$ cat src/rtl/ternary_neuron_seq_if.sv
// Vector-in / neuron-result-out handshake bundle for ternary_neuron_seq.
// The master drives vectors and consumes results; the slave is the sequencer.
interface ternary_neuron_seq_if #(
  parameter int NUM_NEURONS = 4
) ();
  logic                   in_valid;
  logic                   in_ready;
  logic [23:0]            in_x;
  logic                   out_valid;
  logic                   out_ready;
  logic [NUM_NEURONS-1:0] out_y;

  modport master (
    output in_valid, in_x, out_ready,
    input  in_ready, out_valid, out_y
  );

  modport slave (
    input  in_valid, in_x, out_ready,
    output in_ready, out_valid, out_y
  );
endinterface

$ cat src/rtl/ternary_neuron_seq.sv
// Time-shares one external popcount24 across NUM_NEURONS ternary neurons: y[n] = popcnt(x&wpos) - popcnt(x&wneg) >= thr.
// Define TERNARY_SEQ_PC_PIPE_EN to give each popcount phase a DRIVE and a CAPTURE cycle with pc_cnt registered in between.
module ternary_neuron_seq #(
  parameter int NUM_NEURONS = 4
) (
  input  logic                     clk,
  input  logic                     rst,
  ternary_neuron_seq_if.slave      io,
  input  logic [24*NUM_NEURONS-1:0] wpos,
  input  logic [24*NUM_NEURONS-1:0] wneg,
  input  logic [6*NUM_NEURONS-1:0]  thr,
  output logic [23:0]              pc_a,
  input  logic [4:0]               pc_cnt,
  output logic                     busy
);
  localparam int IW = (NUM_NEURONS > 1) ? $clog2(NUM_NEURONS) : 1;

  typedef enum logic [1:0] {IDLE, POS, NEG, EMIT} state_t;

  state_t                 state;
  logic [IW-1:0]          idx;
  logic [23:0]            x_r;
  logic [4:0]             pos_r;
  logic [NUM_NEURONS-1:0] y_r;
  logic [NUM_NEURONS-1:0] out_y_r;

  logic [4:0]             cnt;
  logic                   step;
  logic [23:0]            wp_sel;
  logic [23:0]            wn_sel;
  logic signed [5:0]      th_sel;
  logic signed [5:0]      diff;
  logic                   last;
  logic [NUM_NEURONS-1:0] y_nxt;

`ifdef TERNARY_SEQ_PC_PIPE_EN
  // ph=0 is DRIVE (pc_cnt captured into pc_q), ph=1 is CAPTURE (phase completes).
  logic       ph;
  logic [4:0] pc_q;

  always_ff @(posedge clk) begin
    if (rst) begin
      ph   <= 1'b0;
      pc_q <= '0;
    end else if (state == POS || state == NEG) begin
      ph <= ~ph;
      if (!ph) pc_q <= pc_cnt;
    end else begin
      ph <= 1'b0;
    end
  end

  assign cnt  = pc_q;
  assign step = ph;
`else
  assign cnt  = pc_cnt;
  assign step = 1'b1;
`endif

  always_comb begin
    wp_sel = '0;
    wn_sel = '0;
    th_sel = '0;
    for (int n = 0; n < NUM_NEURONS; n++) begin
      if (int'(idx) == n) begin
        wp_sel = wpos[24*n +: 24];
        wn_sel = wneg[24*n +: 24];
        th_sel = thr[6*n +: 6];
      end
    end
  end

  // Both counts are at most 31, so a 6-bit signed difference cannot wrap.
  assign diff = {1'b0, pos_r} - {1'b0, cnt};
  assign last = (int'(idx) == NUM_NEURONS - 1);

  always_comb begin
    y_nxt = y_r;
    for (int n = 0; n < NUM_NEURONS; n++) begin
      if (int'(idx) == n) y_nxt[n] = (diff >= th_sel);
    end
  end

  always_comb begin
    case (state)
      POS:     pc_a = x_r & wp_sel;
      NEG:     pc_a = x_r & wn_sel;
      default: pc_a = '0;
    endcase
  end

  always_ff @(posedge clk) begin
    if (rst) begin
      state   <= IDLE;
      idx     <= '0;
      x_r     <= '0;
      pos_r   <= '0;
      y_r     <= '0;
      out_y_r <= '0;
    end else begin
      case (state)
        IDLE: begin
          if (io.in_valid) begin
            x_r   <= io.in_x;
            idx   <= '0;
            state <= POS;
          end
        end
        POS: begin
          if (step) begin
            pos_r <= cnt;
            state <= NEG;
          end
        end
        NEG: begin
          if (step) begin
            y_r <= y_nxt;
            if (last) begin
              out_y_r <= y_nxt;
              state   <= EMIT;
            end else begin
              idx   <= idx + 1'b1;
              state <= POS;
            end
          end
        end
        EMIT: begin
          if (io.out_ready) state <= IDLE;
        end
        default: state <= IDLE;
      endcase
    end
  end

  assign io.in_ready  = (state == IDLE) & ~rst;
  assign io.out_valid = (state == EMIT);
  assign io.out_y     = out_y_r;
  assign busy         = (state != IDLE);
endmodule
$ cat src/flat_wrapper.sv
// flat-port wrapper written by rule: the top's interface ports become plain ports
module ternary_neuron_seq_flat 
#(
  parameter int NUM_NEURONS = 4
)
  (clk, rst, wpos, wneg, thr, pc_a, pc_cnt, busy, io_in_valid, io_in_x, io_out_ready, io_in_ready, io_out_valid, io_out_y);
  ternary_neuron_seq_if #(.NUM_NEURONS(NUM_NEURONS)) io_i ();
  input  logic clk;
  input  logic rst;
  input  logic [24*NUM_NEURONS-1:0] wpos;
  input  logic [24*NUM_NEURONS-1:0] wneg;
  input  logic [6*NUM_NEURONS-1:0] thr;
  output logic [23:0] pc_a;
  input  logic [4:0] pc_cnt;
  output logic busy;
  input wire logic [$bits(io_i.in_valid)-1:0] io_in_valid;
  input wire logic [$bits(io_i.in_x)-1:0] io_in_x;
  input wire logic [$bits(io_i.out_ready)-1:0] io_out_ready;
  output wire logic [$bits(io_i.in_ready)-1:0] io_in_ready;
  output wire logic [$bits(io_i.out_valid)-1:0] io_out_valid;
  output wire logic [$bits(io_i.out_y)-1:0] io_out_y;
  assign io_i.in_valid = io_in_valid;
  assign io_i.in_x = io_in_x;
  assign io_i.out_ready = io_out_ready;
  assign io_in_ready = io_i.in_ready;
  assign io_out_valid = io_i.out_valid;
  assign io_out_y = io_i.out_y;
  ternary_neuron_seq #(.NUM_NEURONS(NUM_NEURONS)) u_core (.clk(clk), .rst(rst), .io(io_i), .wpos(wpos), .wneg(wneg), .thr(thr), .pc_a(pc_a), .pc_cnt(pc_cnt), .busy(busy));
endmodule
$ cat config.mk
export PLATFORM = sky130hd
export DESIGN_NAME = ternary_neuron_seq_flat
export DESIGN_NICKNAME = d
export VERILOG_FILES = /design/src/rtl/ternary_neuron_seq_if.sv /design/src/rtl/ternary_neuron_seq.sv /design/src/flat_wrapper.sv
export SDC_FILE = /design/constraint.sdc
export NUM_CORES = 1
export LEC_CHECK = 0
export BUFFER_PORTS_ARGS = -buffer_cell sky130_fd_sc_hd__clkbuf_2
export CELL_PAD_IN_SITES_DETAIL_PLACEMENT = 1
export CELL_PAD_IN_SITES_GLOBAL_PLACEMENT = 1
export CORE_MARGIN = 4
export CORE_UTILIZATION = 29
export CTS_CLUSTER_DIAMETER = 80
export CTS_CLUSTER_SIZE = 12
export DETAILED_ROUTE_END_ITERATION = 8
export HOLD_SLACK_MARGIN = 0.1
export PLACE_DENSITY_LB_ADDON = 0.1
export SYNTH_ARGS = -nofsm -noshare
export SYNTH_HDL_FRONTEND = slang
export SYNTH_SLANG_ARGS = --single-unit
$ cat constraint.sdc
create_clock -name clk -period 5 [get_ports clk]
set_input_delay 0.25 -clock clk [delete_from_list [all_inputs] [get_ports clk]]
set_output_delay 0.25 -clock clk [all_outputs]
set_load 0.01 [all_outputs]
=== After elaboration in Yosys (flattened, before gate mapping) ===
Cells that the tools add are included.

* Output and inout bits: 31
* Logic and storage cells: 54
* Register bits after elaboration: 41
* Bits of input ports: 249

* Mux-type cells: 24
* Magnitude comparators: 1
* Equal/unequal tests: 9
* Bitwise logic cells: 4
* Reduce and logical (&&, ||, !) cells: 8
* $add $sub $neg: 2

{| class="wikitable"
|+ Operators by type and width
! operator !! number
|-
| $mux W24 || 8
|-
| $and A24 B24 Y24 || 2
|-
| $pmux W24 S2 || 1
|-
| $mux W6 || 4
|-
| $mux W2 || 5
|-
| $eq A2 B2 Y1 const B || 4
|-
| $pmux W2 S4 || 1
|-
| $ge A6 B6 Y1 || 1
|-
| $ne A2 B2 Y1 const B || 3
|-
| $reduce_and A2 Y1 || 3
|-
| $sub A5 B5 Y6 || 1
|-
| $eq A2 B1 Y1 const B || 2
|-
| $logic_not A2 Y1 || 2
|-
| $mux W1 || 4
|-
| $pmux W2 S2 || 1
|-
| $reduce_bool A2 Y1 || 2
|-
| $reduce_and A3 Y1 || 1
|-
| $add A2 B1 Y2 const B || 1
|-
| $and A1 B1 Y1 || 1
|-
| $not A1 Y1 || 1
|}

=== Logic depth before layout (Yosys ltp) ===
* Depth in word-level cells: 7
* Depth in mapped cells: 14
* Gate-level depth less buffers: 11

=== Worst setup path before layout ===
No wires, ideal clock.

* Path type: reg-to-reg
* Start: reg u_core.idx[0]
* End: reg u_core.out_y_r[2] (netlist: u_core.io.out_y[2])
* Arrival time: 2.646 ns
* Path buffers: 3
* Period minus slack after synthesis: 2.774 ns
* Setup slack: 2.226 ns
* Required time: 4.871 ns
* Setup time: 0.129 ns
* Cell stages (with the launch flop): 14
* Path through: dfxtp_1 > inv_1 > ha_1 > buf_2 > clkbuf_1 > buf_2 > a221oi_1 > nor3_1 > a21oi_1 > ha_1 > a21o_1 > a2111oi_0 > o21a_1 > o22ai_1

* Word-level cells in the longest chain between the ends: 7
* Elaborated cells between the ends (all ways): 11
* Those cells by class: order compare (1); eq/ne (3); mux (5); reduce/logical (2)

{| class="wikitable"
|+ RTL lines
! element !! RTL line !! source
|-
| from (decl) || ternary_neuron_seq.sv:21 || <nowiki>logic [IW-1:0] idx;</nowiki>
|-
| from (signal assigned) || ternary_neuron_seq.sv:122 || <nowiki>idx <= idx + 1'b1;</nowiki>
|-
| $logic_not A2 Y1 || ternary_neuron_seq.sv:65 || <nowiki>if (int'(idx) == n) begin</nowiki>
|-
| $mux W6 (4 in a row) || ternary_neuron_seq.sv:65 ||
|-
| $ge A6 B6 Y1 || ternary_neuron_seq.sv:80 || <nowiki>if (int'(idx) == n) y_nxt[n] = (diff >= th_sel);</nowiki>
|-
| $mux W1 || ternary_neuron_seq.sv:80 ||
|-
| to (signal assigned) || ternary_neuron_seq.sv:119 || <nowiki>out_y_r <= y_nxt;</nowiki>
|-
| to (decl) || ternary_neuron_seq.sv:25 || <nowiki>logic [NUM_NEURONS-1:0] out_y_r;</nowiki>
|}

Several ways; a longest one is shown, not always the timed one.
A chain may end at the register's enable or synchronous reset.

=== Worst setup path in the final report ===
* Start: reg u_core.idx[0]
* End: out pc_a[1]

* Word-level cells in the longest chain between the ends: 7
* Elaborated cells between the ends (all ways): 15
* Those cells by class: eq/ne (3); mux (9); bitwise (2); reduce/logical (1)

{| class="wikitable"
|+ RTL lines
! element !! RTL line !! source
|-
| $logic_not A2 Y1 || ternary_neuron_seq.sv:65 ||
|-
| $mux W24 (4 in a row) || ternary_neuron_seq.sv:65 ||
|-
| $and A24 B24 Y24, on equally long branches || ternary_neuron_seq.sv:87, ternary_neuron_seq.sv:86 ||
|-
| $pmux W24 S2 (*) || ternary_neuron_seq.sv:85 || <nowiki>case (state)</nowiki>
|-
| to (decl) || flat_wrapper.sv:13 || <nowiki>output logic [23:0] pc_a;</nowiki>
|}

Every way passes the cells marked *; elsewhere a longest branch is shown, timed or not.

==> metrics.txt <==
outcome=complete, no violations; fin worst setup slack=1591 ps; number of cells on the critical path=8; register bit total from synthesis=40; Crit Path Category=reg -> out; starting density of the core=0.3006; Synth Cell Area=about 3900 um^2; CTS Hold Buffers Added=0; FF-to-FF Start=u_core.idx[0]$_SDFFE_PP0P_; CP Capture Type=output port; Die Wd=123.3 um; Layout area overhead=39.50%; die height=approximately 120 um; Period minus WS final=3409 ps; area leader, netlist=dfxtp_1; fraction of registers with async set/reset=0; top cell family by delay on the critical path=simple AND/OR/NAND/NOR gates; Final Cell Area=around 5400 um^2; final std cells w/o fill=929; Worst Setup EP=pc_a[1]; Max Slew Vio Count=0; post-DR vias/cell=5.449; Commonest cells post-synth=82 x nand2_1, 62 x a21oi_1, 56 x nor2b_1, 53 x a221oi_1, 40 x dfxtp_1; critical path required time=4750 ps; Mapped Avg Cell Area=7.329 um^2; Synth Instances=526; H-tree depth=2; Slew headroom=0.2745; Iter 0 DRT Violations=211; max incr delay on CP=approximately 660 ps; RSZ-0062 raised after global routing=false; maximum buffer depth of the clock tree=2; layout cells sized above 1=0.3876; Post-CTS Setup Inserts=0; Power Density=276.9 nW/um^2; Post-synth EDFFs=0; Placed Instances=923; largest net degree at the start of global routing=113; Die ar.=15200 um^2; CP max FO=29; RR Endpoint=u_core.io.out_y[2]$_SDFFE_PP0P_; Peak VDD IR=260.9 uV; Area contributors post-synth=dfxtp_1 21%, a221oi_1 12%, nor2b_1 9.1%; Reg2Reg Depth=11; worst min-delay path startpoint=io_in_x[22]; Max Fclk=293.4 MHz; clk slew on worst S/H paths=about 60 ps; Fin Setup TNS=0 ps; nets@finish=~1000; critical path arrival=3160 ps; post_cts resized=0; ys flop type=dfxtp_1; clk_skew=~4.3 ps; # setup viols final=0; antenna violations before repair=1; most common cell in the netlist=nand2_1; DR vias=5062; yosys warns=0; Synth cell types=39; clock sink count=40; Port Buffers=279; setup slack, reg-to-reg=about 1700 ps; Num CTS Buffers=5; Detail Route Antenna Nets=0; worst hold path class=in -> reg; Post-Place Setup Slack=1639 ps; WHS=190.9 ps; Pwr Total=1.489 mW; worst path cell trace=inv_1 -> ha_1 -> nor2b_4 -> buf_4 -> a221oi_1 -> o311ai_0 -> and4_1 -> clkbuf_2; DRC=0; Final Hold Viols=0; post-synth top area share=0.2077; CTS tree=built; measured slew at the worst slew-check pin=1088 ps; Placement Cell Area=5250 um^2; Buf/Inv on CP=3; Core Area=12820 um^2; period utilization=0.6817; gr usage total=0.2232; vias in the first global route=5159; slowest CP cell=nor2b_4; Clk Latency, worst-skew pair=280 ps; post-layout util=0.4193; Startpoint Class=register; gpl congestion=0.8634; DP Wirelength=~14000 um; Routed WL=17930 um; site row count=41; Seq/Total Area, Yosys=0.2077; drt first pass iters=4; P_leak=2.439 nW; Max-cap violations=0; first-pass GRT wire length=27010 um; # IOs=280; syn_nets=795; gr ovfl total=0; Root Buffer=clkbuf_16; Avg WL per Cell=19.30 um; Critical Path Source=u_core.idx[0]$_SDFFE_PP0P_
where the power goes:
group	total (mW)	switching [mW]	leakage (nW)	internal, mW
combinational	0.800	0.469	2.05	0.332
sequential	0.397	0.0330	0.327	0.365
clock	0.291	0.115	0.0616	0.176
total	1.49	0.616	2.44	0.872
layer usage:
layer  track usage  share of wire  vias to the layer above
met5             0              0                        -
li1              -              -                     2443
met2        0.3982           0.50                      184
met4       0.07543          0.030                        0
met3       0.03522          0.062                       32
met1        0.2719           0.41                     2403
worst min-delay path by stage:
stage | end | slack (ps) | depth (start not counted)
after global routing | u_core.x_r[22]$_SDFFE_PP0P_ | 190 | 3
after detailed placement | u_core.x_r[1]$_SDFFE_PP0P_ | 440 | 2
final | u_core.x_r[22]$_SDFFE_PP0P_ | 190 | 3
after global placement | u_core.x_r[19]$_SDFFE_PP0P_ | 440 | 2
after floorplan | u_core.x_r[0]$_SDFFE_PP0P_ | 390 | 2
after CTS | u_core.x_r[22]$_SDFFE_PP0P_ | 190 | 3
cell families after synthesis:
| kind of cell | count (synthesis) | share of synthesized area |
|---|---|---|
| adder cells (fa/ha/maj) | 20 | 0.06686 |
| multiplexers | 5 | 0.01298 |
| AO/OA/AOI/OAI | 183 | 0.3369 |
| AND/OR/NAND/NOR | 201 | 0.2814 |
| XOR/XNOR | 3 | 0.006817 |
| flip-flops | 40 | 0.2077 |
| buffers and inverters | 74 | 0.08731 |
cell usage in the layout, fill, tap and decap left out, types with 7 or more instances in the layout:
master	netlist	routed
nand2_1	82	82
ha_1	19	15
nor3_1	8	8
a21oi_1	62	62
inv_1	16	16
and4_1	24	24
dfxtp_1	40	40
nor2_1	10	10
o31ai_1	26	26
o311ai_1	20	20
nor2b_1	56	56
nand3_1	7	7
a221oi_1	53	53
clkbuf_2	0	279
layout make-up:
type                       instances  area [um^2]
sequential                        40        800.8
inverter                          16        60.06
antenna                            1        2.502
tap                              172        215.2
clock buffer                       5        125.1
fill                            1682         7447
timing repair buffer             283         1426
multi-input combinational        412         2748
state kept, by name (all words and copies together), names as in the netlist:
signal and cells:
u_core.state 2, u_core.pos_r 5, u_core.idx 2, u_core.y_r 3, u_core.io.out_y 4, u_core.x_r 24
worst reg2reg max path: cells and delay by family (launching register included):
kind | cells | cell delay [ps]
AND/OR/NAND/NOR | 2 | 850
AO/OA/AOI/OAI | 6 | 1200
buffers and inverters | 1 | 150
flip-flops | 1 | 380
adder cells (fa/ha/maj) | 2 | 620
Power figures use the tool's default switching activity.
